===== src/rtl/serial_comparer_pkg.sv =====
// Shared definitions for the serial comparer.
//   state_e        : controller states (IDLE / RUN / DONE)
//   CMP_*          : compare_select encodings
//   select_outcome : maps the final lt/eq/gt record onto the selected predicate
package serial_comparer_pkg;

  typedef enum logic [1:0] {
    ST_IDLE = 2'd0,
    ST_RUN  = 2'd1,
    ST_DONE = 2'd2
  } state_e;

  localparam logic [2:0] CMP_NE    = 3'd0;
  localparam logic [2:0] CMP_LT    = 3'd1;
  localparam logic [2:0] CMP_LE    = 3'd2;
  localparam logic [2:0] CMP_EQ    = 3'd3;
  localparam logic [2:0] CMP_GE    = 3'd4;
  localparam logic [2:0] CMP_GT    = 3'd5;
  localparam logic [2:0] CMP_TRUE  = 3'd6;
  localparam logic [2:0] CMP_FALSE = 3'd7;

  function automatic logic select_outcome(input logic [2:0] sel, input logic lt,
                                          input logic eq, input logic gt);
    logic res;
    res = 1'b0;
    case (sel)
      CMP_NE:    res = ~eq;
      CMP_LT:    res = lt;
      CMP_LE:    res = lt | eq;
      CMP_EQ:    res = eq;
      CMP_GE:    res = gt | eq;
      CMP_GT:    res = gt;
      CMP_TRUE:  res = 1'b1;
      default:   res = 1'b0;
    endcase
    return res;
  endfunction

endpackage


===== src/rtl/serial_comparer_chunk_compare.sv =====
// chunk_compare: purely combinational unsigned magnitude compare of one chunk.
//   a_i, b_i : CHUNK-bit operands
//   lt_o     : a_i <  b_i
//   eq_o     : a_i == b_i
//   gt_o     : a_i >  b_i
module chunk_compare #(
  parameter int CHUNK = 8
) (
  input  logic [CHUNK-1:0] a_i,
  input  logic [CHUNK-1:0] b_i,
  output logic             lt_o,
  output logic             eq_o,
  output logic             gt_o
);

  always_comb begin
    lt_o = (a_i < b_i);
    eq_o = (a_i == b_i);
    gt_o = (a_i > b_i);
  end

endmodule


===== src/rtl/serial_comparer.sv =====
// serial_comparer: compares A and B one CHUNK at a time, MSB chunk first, and
// reports the selected predicate as a zero-extended WIDTH-bit result.
// Assumes WIDTH % CHUNK == 0 and CHUNK >= 1.
//   clk, reset_n   : clock, asynchronous active-low reset
//   start, flush   : begin a compare / abort a running compare
//   A, B           : operands (latched when a compare is accepted)
//   signed_compare : 1 = two's complement, 0 = unsigned
//   compare_select : predicate (see CMP_* in the package)
//   busy           : compare in progress
//   done           : one-cycle pulse when S has just been updated
//   S              : result, bit 0 = outcome, upper bits zero
module serial_comparer
  import serial_comparer_pkg::*;
#(
  parameter int WIDTH      = 32,
  parameter int CHUNK      = 8,
  parameter int EARLY_EXIT = 0
) (
  input  logic             clk,
  input  logic             reset_n,
  input  logic             start,
  input  logic             flush,
  input  logic [WIDTH-1:0] A,
  input  logic [WIDTH-1:0] B,
  input  logic             signed_compare,
  input  logic [2:0]       compare_select,
  output logic             busy,
  output logic             done,
  output logic [WIDTH-1:0] S
);

  localparam int N     = WIDTH / CHUNK;
  localparam int IDX_W = (N > 1) ? $clog2(N) : 1;
  localparam logic [IDX_W-1:0] IDX_LAST = IDX_W'(N - 1);

  state_e           state_q, state_d;
  logic [WIDTH-1:0] a_q, b_q, s_q, s_d;
  logic             signed_q;
  logic [2:0]       sel_q;
  logic [IDX_W-1:0] idx_q;
  logic             lt_q, gt_q, lt_d, gt_d;
  logic             accept, run_last;
  logic [CHUNK-1:0] chunk_a, chunk_b;
  logic             c_lt, c_eq, c_gt;

  // A flush on the same cycle always wins, so the start is simply dropped.
  assign accept = ((state_q == ST_IDLE) || (state_q == ST_DONE)) && start && !flush;

  // Chunk mux. Flipping both sign bits of the top chunk turns an unsigned
  // compare into a two's-complement one; lower chunks stay unsigned.
  always_comb begin
    chunk_a = a_q[idx_q*CHUNK +: CHUNK];
    chunk_b = b_q[idx_q*CHUNK +: CHUNK];
    if (signed_q && (idx_q == IDX_LAST)) begin
      chunk_a[CHUNK-1] = ~chunk_a[CHUNK-1];
      chunk_b[CHUNK-1] = ~chunk_b[CHUNK-1];
    end
  end

  chunk_compare #(.CHUNK(CHUNK)) u_chunk_compare (
    .a_i  (chunk_a),
    .b_i  (chunk_b),
    .lt_o (c_lt),
    .eq_o (c_eq),
    .gt_o (c_gt)
  );

  // The first differing chunk decides; once recorded, lower chunks are ignored.
  always_comb begin
    lt_d     = (lt_q | gt_q) ? lt_q : c_lt;
    gt_d     = (lt_q | gt_q) ? gt_q : c_gt;
    run_last = (idx_q == '0) || ((EARLY_EXIT != 0) && !c_eq);
    s_d      = WIDTH'(select_outcome(sel_q, lt_d, ~(lt_d | gt_d), gt_d));
  end

  always_ff @(posedge clk or negedge reset_n) begin
    if (!reset_n) state_q <= ST_IDLE;
    else          state_q <= state_d;
  end

  always_comb begin
    state_d = state_q;
    case (state_q)
      ST_IDLE: if (accept) state_d = ST_RUN;
      ST_RUN: begin
        if (flush)         state_d = ST_IDLE;
        else if (run_last) state_d = ST_DONE;
      end
      ST_DONE: state_d = accept ? ST_RUN : ST_IDLE;
      default: state_d = ST_IDLE;
    endcase
  end

  always_comb begin
    busy = (state_q == ST_RUN);
    done = (state_q == ST_DONE);
    S    = s_q;
  end

  // Datapath: operands are frozen for the whole RUN; S only moves on the
  // cycle that completes a compare.
  always_ff @(posedge clk or negedge reset_n) begin
    if (!reset_n) begin
      a_q      <= '0;
      b_q      <= '0;
      s_q      <= '0;
      signed_q <= 1'b0;
      sel_q    <= 3'd0;
      idx_q    <= '0;
      lt_q     <= 1'b0;
      gt_q     <= 1'b0;
    end else if (accept) begin
      a_q      <= A;
      b_q      <= B;
      signed_q <= signed_compare;
      sel_q    <= compare_select;
      idx_q    <= IDX_LAST;
      lt_q     <= 1'b0;
      gt_q     <= 1'b0;
    end else if ((state_q == ST_RUN) && !flush) begin
      lt_q <= lt_d;
      gt_q <= gt_d;
      if (run_last) s_q   <= s_d;
      else          idx_q <= idx_q - 1'b1;
    end
  end

endmodule

===== config.mk =====
export PLATFORM = sky130hd
export DESIGN_NAME = serial_comparer
export DESIGN_NICKNAME = d
export VERILOG_FILES = /design/src/rtl/serial_comparer_pkg.sv /design/src/rtl/serial_comparer_chunk_compare.sv /design/src/rtl/serial_comparer.sv
export SDC_FILE = /design/constraint.sdc
export NUM_CORES = 1
export LEC_CHECK = 0
export CORE_MARGIN = 3
export CORE_UTILIZATION = 40
export DETAILED_ROUTE_END_ITERATION = 7
export GPL_ROUTABILITY_DRIVEN = 0
export PLACE_DENSITY = 0.79
export SLEW_MARGIN = 20
export SYNTH_ARGS = -nofsm -noshare
export SYNTH_HDL_FRONTEND = slang
export SYNTH_SLANG_ARGS = --single-unit

===== constraint.sdc =====
create_clock -name clk -period 5.99 [get_ports clk]
set_input_delay 1.198 -clock clk [delete_from_list [all_inputs] [get_ports clk]]
set_output_delay 1.198 -clock clk [all_outputs]
set_load 0.02 [all_outputs]

==> flow_summary.ini, run 1 <==
[synthesis]
async_flop_share_pct = 100
synth_area_leaders = dfrtp_1, nand2_1, mux4_2, buf_4, ha_1
postSynthCellCount = 414
synth_compound_area_share_pct = 3.89
synth_edf_count = 0
syn_avg_cell_area_um2 = 9.16
muxShareOfSynthArea_pct = 9.50
synth_top_flop_cell = dfrtp_1
yosys.area.top_type = dfrtp_1
synth-seq-cells = 75
yosysTopAreaCellShare_pct = 49.5
synthXorXnorAreaFrac_pct = 0.693
yosysUniqueCellTypes = 37
synth_seq_area_share_pct = 49.5
post_synth_instance_area_um2 = 3790
yosys.area_share.simple_pct = 23.6
synth_fa_ha_area_share_pct = 3.30
synth_top_family_by_area = simple AND/OR/NAND/NOR gates
ys_warn_count = 0

[cells_and_area]
areaGrowthSynthToFinish_pct = 24.7
most-common-layout-cells = nand2_1, dfrtp_1, clkdlybuf4s50_1
drive_above_1_share_pct = 7.85
layout_commonest_cell = nand2_1
final_nets = 561
antenna_cells = 0
fillerInstances = 796

[setup_path]
worst_r2r_startpoint = idx_q[0]$_DFFE_PN0P_
endpoint_kind = register
rrSetupSlack_ns = 3.02
cp_max_fo = 18
crit_slowest_cell = dfrtp_2
r2r_end = S[0]$_DFFE_PN0P_
arrival_ns = 3.20
start_kind = register
required_ns = 6.23
path_cells = mux4_2 -> xor2_1 -> ha_1 -> nand4_2 -> or2_1 -> a221o_1 -> a211oi_1 -> nor2_1
crit_type = register to register
reg2regPathDepth = 8
cpPeakStageDelay_ns = 0.75

[clocking]
clk_pin_slew_worst_paths_ns = 0.08
clk_latency_ns = 0.35
htreeDepth = 3
cts_tree = yes
cts_buffers = 9
cts_root_buf = clkbuf_8
cts_setup_buffers = 0
cts_resized = 0
clock-sinks = 75
clk_path_buf_depth = 2
hold_buffers = 0

[power_and_ir_drop]
comb_power_share_pct = 35.4
clockPowerShare_pct = 23.6
p_switching_uw = 632
peakVddDrop_mv = 0.163
power.density_nw_per_um2 = 391
pwr-share-seq_pct = 41.0
p_leak_uw = 0.00236
p_int_uw = 1220
switching_share_pct = 34.2

[floorplanning]
core_area_um2 = 8980
die_y_um = 103
ios = 106
die-area_um2 = 10700
fp.dieW_um = 103
start_util_pct = 42.2
rows = 34

[grt]
antenna_found_initial = 0
grt_max_degree = 76
grt_usage_pct = 16.2
grt_pass1_vias = 2876
grt_pass1_wl_mm = 13.3
grt_overflow = 0

[routing]
post_drt_wl_per_cell_um = 13.4
drc_errors = 0
ant_nets = 0
routed_wl_mm = 8.20
vias = 2833
vias_per_cell = 4.64
drt_pass1_iterations = 4
drtIter0Drc = 173

[worst_hold_path]
hold_end = b_q[21]$_DFFE_PN0P_
min_from = b_q[21]$_DFFE_PN0P_
hold_path_class = register to register
worstHoldPathCells = 2

[sta]
rsz0062_at_grt = false
fin_tns_setup_ns = 0
period_minus_slack_ns = 2.97
skew_ns = 0.00915
hold_viol = 0
worst_slack_ns = 3.02
fmax_mhz = 337
fin_crit_sh_pct = 49.5
setup_violations = 0
slew_headroom_pct = 38.9
worst_pin_slew_ns = 0.916
maxSlewViolCount = 0

[run]
maxCapViolations = 0

[placement]
portBuffers = 74
dp_hpwl_mm = 5.79
place_ws_ns = 2.63

[status]
status = finished clean
[critical path, delay by kind of cell, from the launching register on]
family / cells / cell delay (ns)
AO/OA/AOI/OAI: 2 / 0.51
XOR/XNOR: 1 / 0.15
adder cells (fa/ha/maj): 1 / 0.33
flip-flops: 1 / 0.75
multiplexers: 1 / 0.59
AND/OR/NAND/NOR: 3 / 0.53
[through the flow]
step | cell area, um2 | utilization, % | instances | power, uW | hold WS (ns)
final | 4730 | 52.7 | 610 | 1850 | 0.472
after global routing | 4730 | 52.7 | 610 | 1990 | 0.497
after CTS | 4720 | 52.6 | 610 | 1860 | 0.477
after detailed placement | 4500 | 50.1 | 594 | 1420 | 0.459
after global placement | 4490 | 50.0 | 594 | 1380 | 0.454
after floorplan | 3900 | - | 444 | 1230 | 0.440
[metal layers]
metal	share of wire, %	GRT usage (%)	wire [um]	vias up
met5	0	0	0	-
met4	3.1	8.67	257	0
met3	5.0	3.62	412	28
met2	50	25.4	4080	86
met1	42	21.1	3450	1332
li1	-	-	-	1387
[registers in the layout, indices dropped and copies added, names as in the netlist, 2 cells and up]
register,count
idx_q,2
state_q,2
b_q,32
sel_q,3
a_q,32
[synthesized netlist by cell type (2+ instances only)]
master,n
a211oi_1,3
a21oi_1,4
a221o_1,2
buf_2,3
buf_4,32
clkbuf_1,14
dfrtp_1,75
ha_1,10
inv_1,12
mux4_2,16
nand2_1,208
nor2_1,2
nor2b_1,4
o211ai_1,3
o21ai_0,3
xnor2_1,2
[final cells by class]
type	instances	area, um2	share of cell area (%)
Tap cell	126	158	3.34
Clock buffer	12	155	3.28
Clock inverter	4	72.6	1.54
Timing Repair Buffer	74	738	15.6
Multi-Input combinational cell	307	1680	35.5
Sequential cell	75	1880	39.7
Inverter	12	45.0	0.953
[cell families (layout without fill, tap and decap cells)]
| family | Yosys count | after routing |
|---|---|---|
| other cells | 1 | 31 |
| simple gates | 226 | 226 |
| buf+inv | 62 | 102 |
| fa+ha+maj | 10 | 10 |
| flops | 75 | 75 |
| xor+xnor | 3 | 3 |
| mux | 16 | 16 |
| compound gates | 21 | 21 |
[power by group through the flow]
stage / Combinational (uW) / Clock [uW] / Sequential [uW]
floorplan: 539 / 0 / 694
global placement: 619 / 0 / 757
detailed placement: 653 / 0 / 765
CTS: 660 / 445 / 759
global route: 742 / 470 / 781
finish: 654 / 437 / 758
[worst max-delay path by stage]
| stage | start | end | depth (start not counted) |
|---|---|---|---|
| final | idx_q[0]$_DFFE_PN0P_ | S[0]$_DFFE_PN0P_ | 8 |
| after floorplan | idx_q[0]$_DFFE_PN0P_ | S[0]$_DFFE_PN0P_ | 9 |
| after detailed placement | idx_q[0]$_DFFE_PN0P_ | S[0]$_DFFE_PN0P_ | 8 |
| after CTS | idx_q[0]$_DFFE_PN0P_ | S[0]$_DFFE_PN0P_ | 8 |
| after global placement | idx_q[0]$_DFFE_PN0P_ | S[0]$_DFFE_PN0P_ | 8 |
| after global routing | idx_q[0]$_DFFE_PN0P_ | S[0]$_DFFE_PN0P_ | 8 |
No activity file was read; power rests on OpenSTA's default activity.
==> run 2, diff against run 1 <==
--- a/config.mk
+++ b/config.mk
@@ -9,7 +9,7 @@
 export CORE_UTILIZATION = 40
 export DETAILED_ROUTE_END_ITERATION = 7
 export GPL_ROUTABILITY_DRIVEN = 0
-export PLACE_DENSITY = 0.79
+export PLACE_DENSITY = 0.81
 export SLEW_MARGIN = 20
 export SYNTH_ARGS = -nofsm -noshare
 export SYNTH_HDL_FRONTEND = slang
==> constraint.sdc (replaced) <==
create_clock -name clk -period 2.6 [get_ports clk]
set_input_delay 0.52 -clock clk [delete_from_list [all_inputs] [get_ports clk]]
set_output_delay 0.52 -clock clk [all_outputs]
set_load 0.02 [all_outputs]
==> flow_summary.ini, run 2 (synthesis gave the netlist of run 1 again) <==
[status]
status = finished clean

[floorplanning]
ios = 106
start_util_pct = 42.2
die-area_um2 = 10700
rows = 34
fp.dieW_um = 103
core_area_um2 = 8980
die_y_um = 103

[sta]
period_minus_slack_ns = 2.57
setup_violations = 0
maxSlewViolCount = 0
hold_viol = 0
fmax_mhz = 388
skew_ns = 0.00765
rsz0062_at_grt = true
fin_crit_sh_pct = 99.0
slew_headroom_pct = 38.7
worst_pin_slew_ns = 0.920
fin_tns_setup_ns = 0

[clocking]
cts_root_buf = clkbuf_8
clk_path_buf_depth = 2
cts_buffers = 9
clk_pin_slew_worst_paths_ns = 0.08
clock-sinks = 75
htreeDepth = 3
clk_latency_ns = 0.34
cts_tree = yes

[routing]
drtIter0Drc = 190
vias_per_cell = 4.74
ant_nets = 0
drt_pass1_iterations = 4
routed_wl_mm = 8.67
drc_errors = 0
post_drt_wl_per_cell_um = 14.0
vias = 2936

[setup_path]
crit_slowest_cell = mux4_2
required_ns = 2.83
critPathTopFamily = multiplexers
crit_type = register to register
endpoint_kind = register
start_kind = register
arrival_ns = 2.80
crit_buf_inv = 1
cp_max_fo = 7
cpPeakStageDelay_ns = 0.54
path_cells = buf_8 -> mux4_2 -> ha_4 -> nand4_1 -> or2_1 -> a221o_1 -> a211oi_2 -> nor2_1

[placement]
dp.cells = 604
dp_hpwl_mm = 6.47
portBuffers = 74

[grt]
grt_pass1_vias = 2968
antenna_found_initial = 0
grt_pass1_wl_mm = 13.9
grt_usage_pct = 16.8
grt_max_degree = 76
grt_overflow = 0

[cells_and_area]
fillerInstances = 802
final_nets = 572
most-common-layout-cells = nand2_1, dfrtp_1, clkdlybuf4s50_1
largestRegisters = a_q: 32 flops, b_q: 32 flops, sel_q: 3 flops
stdcell_count = 620
antenna_cells = 0
layout_commonest_cell = nand2_1
drive_above_1_share_pct = 10.9
areaGrowthSynthToFinish_pct = 27.3

[worst_hold_path]
hold_path_class = input pin to asynchronous set/reset pin

[power_and_ir_drop]
peakVddDrop_mv = 0.361
power.density_nw_per_um2 = 888
power.total_uw = 4290
p_leak_uw = 0.00240

[run]
maxCapViolations = 0
-- run 2: cell types whose count changed in the layout (fill, tap and decap cells not counted), moves of 2 or more --
cell | previous run | this run
buf_4 | 1 | 8
bufinv_16 | 2 | 0
ha_1 | 10 | 8
clkinv_2 | 1 | 3
clkbuf_8 | 11 | 9
buf_12 | 0 | 2
ha_4 | 0 | 2
clkinv_4 | 0 | 2
-- run 2: stage by stage --
step                hold slack, ns  area (um2)  worst slack [ns]  utilization, %
floorplan                    0.224        3910            0.0627               -
CTS                          0.337        4760           0.00585            53.1
detailed placement           0.461        4590           -0.0851            51.2
finish                       0.322        4830            0.0259            53.8
global route                 0.386        4830            -0.124            53.8
global placement             0.452        4590            0.0664            51.2
-- run 2: cell type report --
cell class	instances	area, um2	area share [%]
Clock buffer	9	124	2.57
Clock inverter	6	41.3	0.856
Inverter	12	45.0	0.933
Multi-Input combinational cell	307	1720	35.7
Sequential cell	75	1880	38.9
Tap cell	126	158	3.27
Timing Repair Buffer	85	857	17.8
-- run 2: worst register-to-register path: cells and delay by family, from the launching register on --
kind / cells / cell delay, ns
adder cells (fa/ha/maj): 1 / 0.29
multiplexers: 1 / 0.54
buffers and inverters: 1 / 0.16
flip-flops: 1 / 0.45
AND/OR/NAND/NOR: 3 / 0.52
AO/OA/AOI/OAI: 2 / 0.49
-- run 2: path summary, 6_finish.rpt --
check | start | end | slack (ns) | depth (start not counted)
max in group asynchronous | reset_n | idx_q[0]$_DFFE_PN0P_ | 1.66 | 1
worst max register to register | idx_q[0]$_DFFE_PN0P_ | S[0]$_DFFE_PN0P_ | 0.03 | 8
worst min register to register | b_q[22]$_DFFE_PN0P_ | b_q[22]$_DFFE_PN0P_ | 0.48 | 2
worst min-delay path | reset_n | a_q[8]$_DFFE_PN0P_ | 0.32 | 1
worst max-delay path | idx_q[0]$_DFFE_PN0P_ | S[0]$_DFFE_PN0P_ | 0.03 | 8
min in group clk | b_q[22]$_DFFE_PN0P_ | b_q[22]$_DFFE_PN0P_ | 0.48 | 2
-- run 2: where the power goes --
group	switching, uW	total (uW)	internal [uW]
clock network	431	774	342
logic	925	1820	900
registers	231	1690	1460
-- run 2: metal layers --
metal | wire (um) | vias to the layer above | global-route usage (%)
met5 | 0 | - | 0
met4 | 131 | 0 | 6.37
met3 | 438 | 11 | 3.22
met2 | 4650 | 87 | 28.7
met1 | 3450 | 1427 | 21.0
li1 | - | 1411 | -
-- run 2: timing repair --
item	in CTS	in global routing
pin swaps	0	5
resized for setup	2	9
setup buffers	0	1
cloned	0	0
hold buffers	0	0
endpoints found under the setup margin	1	1
==> run 3, diff against run 2 <==
--- a/config.mk
+++ b/config.mk
@@ -10,7 +10,7 @@
 export DETAILED_ROUTE_END_ITERATION = 7
 export GPL_ROUTABILITY_DRIVEN = 0
 export PLACE_DENSITY = 0.81
-export SLEW_MARGIN = 20
+export SKIP_CTS_REPAIR_TIMING = 1
 export SYNTH_ARGS = -nofsm -noshare
 export SYNTH_HDL_FRONTEND = slang
 export SYNTH_SLANG_ARGS = --single-unit
==> flow_summary.ini, run 3 (synthesis gave the netlist of run 1 again) <==
[status]
status = finished clean

[setup_path]
critPathTopFamily = multiplexers
reg2regPathDepth = 8
r2r_end = S[0]$_DFFE_PN0P_
rrSetupSlack_ns = 0.06
cp.depth = 8
crit_type = register to register
start_kind = register
worst_r2r_startpoint = idx_q[0]$_DFFE_PN0P_
crit_buf_inv = 1
crit_slowest_cell = mux4_2
cpPeakStageDelay_ns = 0.54
endpoint_kind = register
required_ns = 2.83
arrival_ns = 2.78
path_cells = buf_8 -> mux4_2 -> ha_4 -> nand4_1 -> or2_1 -> a221o_1 -> a211oi_2 -> nor2_1
cp_max_fo = 7

[sta]
hold_viol = 0
fmax_mhz = 393
fin_tns_setup_ns = 0
fin_crit_sh_pct = 97.8
maxSlewViolCount = 0
skew_ns = 0.00762
period_minus_slack_ns = 2.54
hold_ws_ns = 0.301
slew_headroom_pct = 39.0
worst_pin_slew_ns = 0.915
rsz0062_at_grt = true
setup_violations = 0

[floorplanning]
die-area_um2 = 10700
ios = 106
rows = 34
die_y_um = 103
start_util_pct = 42.2
fp.dieW_um = 103
core_area_um2 = 8980

[grt]
grt_pass1_wl_mm = 13.9
grt_pass1_vias = 2968
grt_usage_pct = 16.8
antenna_found_initial = 0
grt_max_degree = 76
grt_overflow = 0

[worst_hold_path]
hold_path_class = input pin to asynchronous set/reset pin

[routing]
post_drt_wl_per_cell_um = 13.9
vias_per_cell = 4.72
drc_errors = 0
ant_nets = 0
vias = 2928
drtIter0Drc = 191
routed_wl_mm = 8.63
drt_pass1_iterations = 4

[cells_and_area]
stdcell_count = 620
areaGrowthSynthToFinish_pct = 27.3
drive_above_1_share_pct = 10.9
final_nets = 572
fin_util_pct = 53.8
most-common-layout-cells = nand2_1, dfrtp_1, clkdlybuf4s50_1
largestRegisters = a_q: 32 flops, b_q: 32 flops, sel_q: 3 flops
layout_commonest_cell = nand2_1
antenna_cells = 0

[placement]
portBuffers = 74
dp_hpwl_mm = 6.47
dp.cells = 604

[power_and_ir_drop]
power.density_nw_per_um2 = 886
peakVddDrop_mv = 0.357
power.total_uw = 4280
p_leak_uw = 0.00240

[clocking]
cts_root_buf = clkbuf_8
clk_latency_ns = 0.34
clk_pin_slew_worst_paths_ns = 0.08
htreeDepth = 3
clk_path_buf_depth = 2
clock-sinks = 75
cts_tree = yes
cts_buffers = 9

[run]
maxCapViolations = 0
-- run 3: area by class of cell --
cell class	count	area [um2]
Clock buffer	9	124
Clock inverter	6	41.3
Fill cell	803	4150
Inverter	12	45.0
Multi-Input combinational cell	307	1720
Sequential cell	75	1880
Tap cell	126	158
Timing Repair Buffer	85	857
-- run 3: where the power goes --
| part | internal (uW) | switching [uW] |
|---|---|---|
| registers | 1460 | 232 |
| logic | 899 | 913 |
| clock network | 342 | 433 |
| total | 2700 | 1580 |
-- run 3: worst max path at each step --
stage	from	endpoint	slack, ns
after floorplan	idx_q[0]$_DFFE_PN0P_	S[0]$_DFFE_PN0P_	0.06
after global placement	idx_q[0]$_DFFE_PN0P_	S[0]$_DFFE_PN0P_	0.07
after detailed placement	idx_q[0]$_DFFE_PN0P_	S[0]$_DFFE_PN0P_	-0.09
after CTS	idx_q[0]$_DFFE_PN0P_	S[0]$_DFFE_PN0P_	-0.12
after global routing	idx_q[0]$_DFFE_PN0P_	lt_q$_DFFE_PN0P_	-0.12
final	idx_q[0]$_DFFE_PN0P_	S[0]$_DFFE_PN0P_	0.06
-- run 3: metrics by stage --
stage	setup WS (ns)	instance area [um2]
3_3_place_gp	0.0664	4590
4_1_cts	-0.116	4760
2_1_floorplan	0.0627	3910
3_5_place_dp	-0.0851	4590
6_report	0.0564	4830
5_1_grt	-0.119	4830
-- run 3: metal layers --
metal	part of all wire (%)	vias up	routed length (um)	GRT usage (%)
met5	0	-	0	0
met2	54	86	4630	28.7
met4	1.9	0	161	6.37
met3	4.8	15	411	3.22
li1	-	1414	-	-
met1	40	1413	3430	21.0
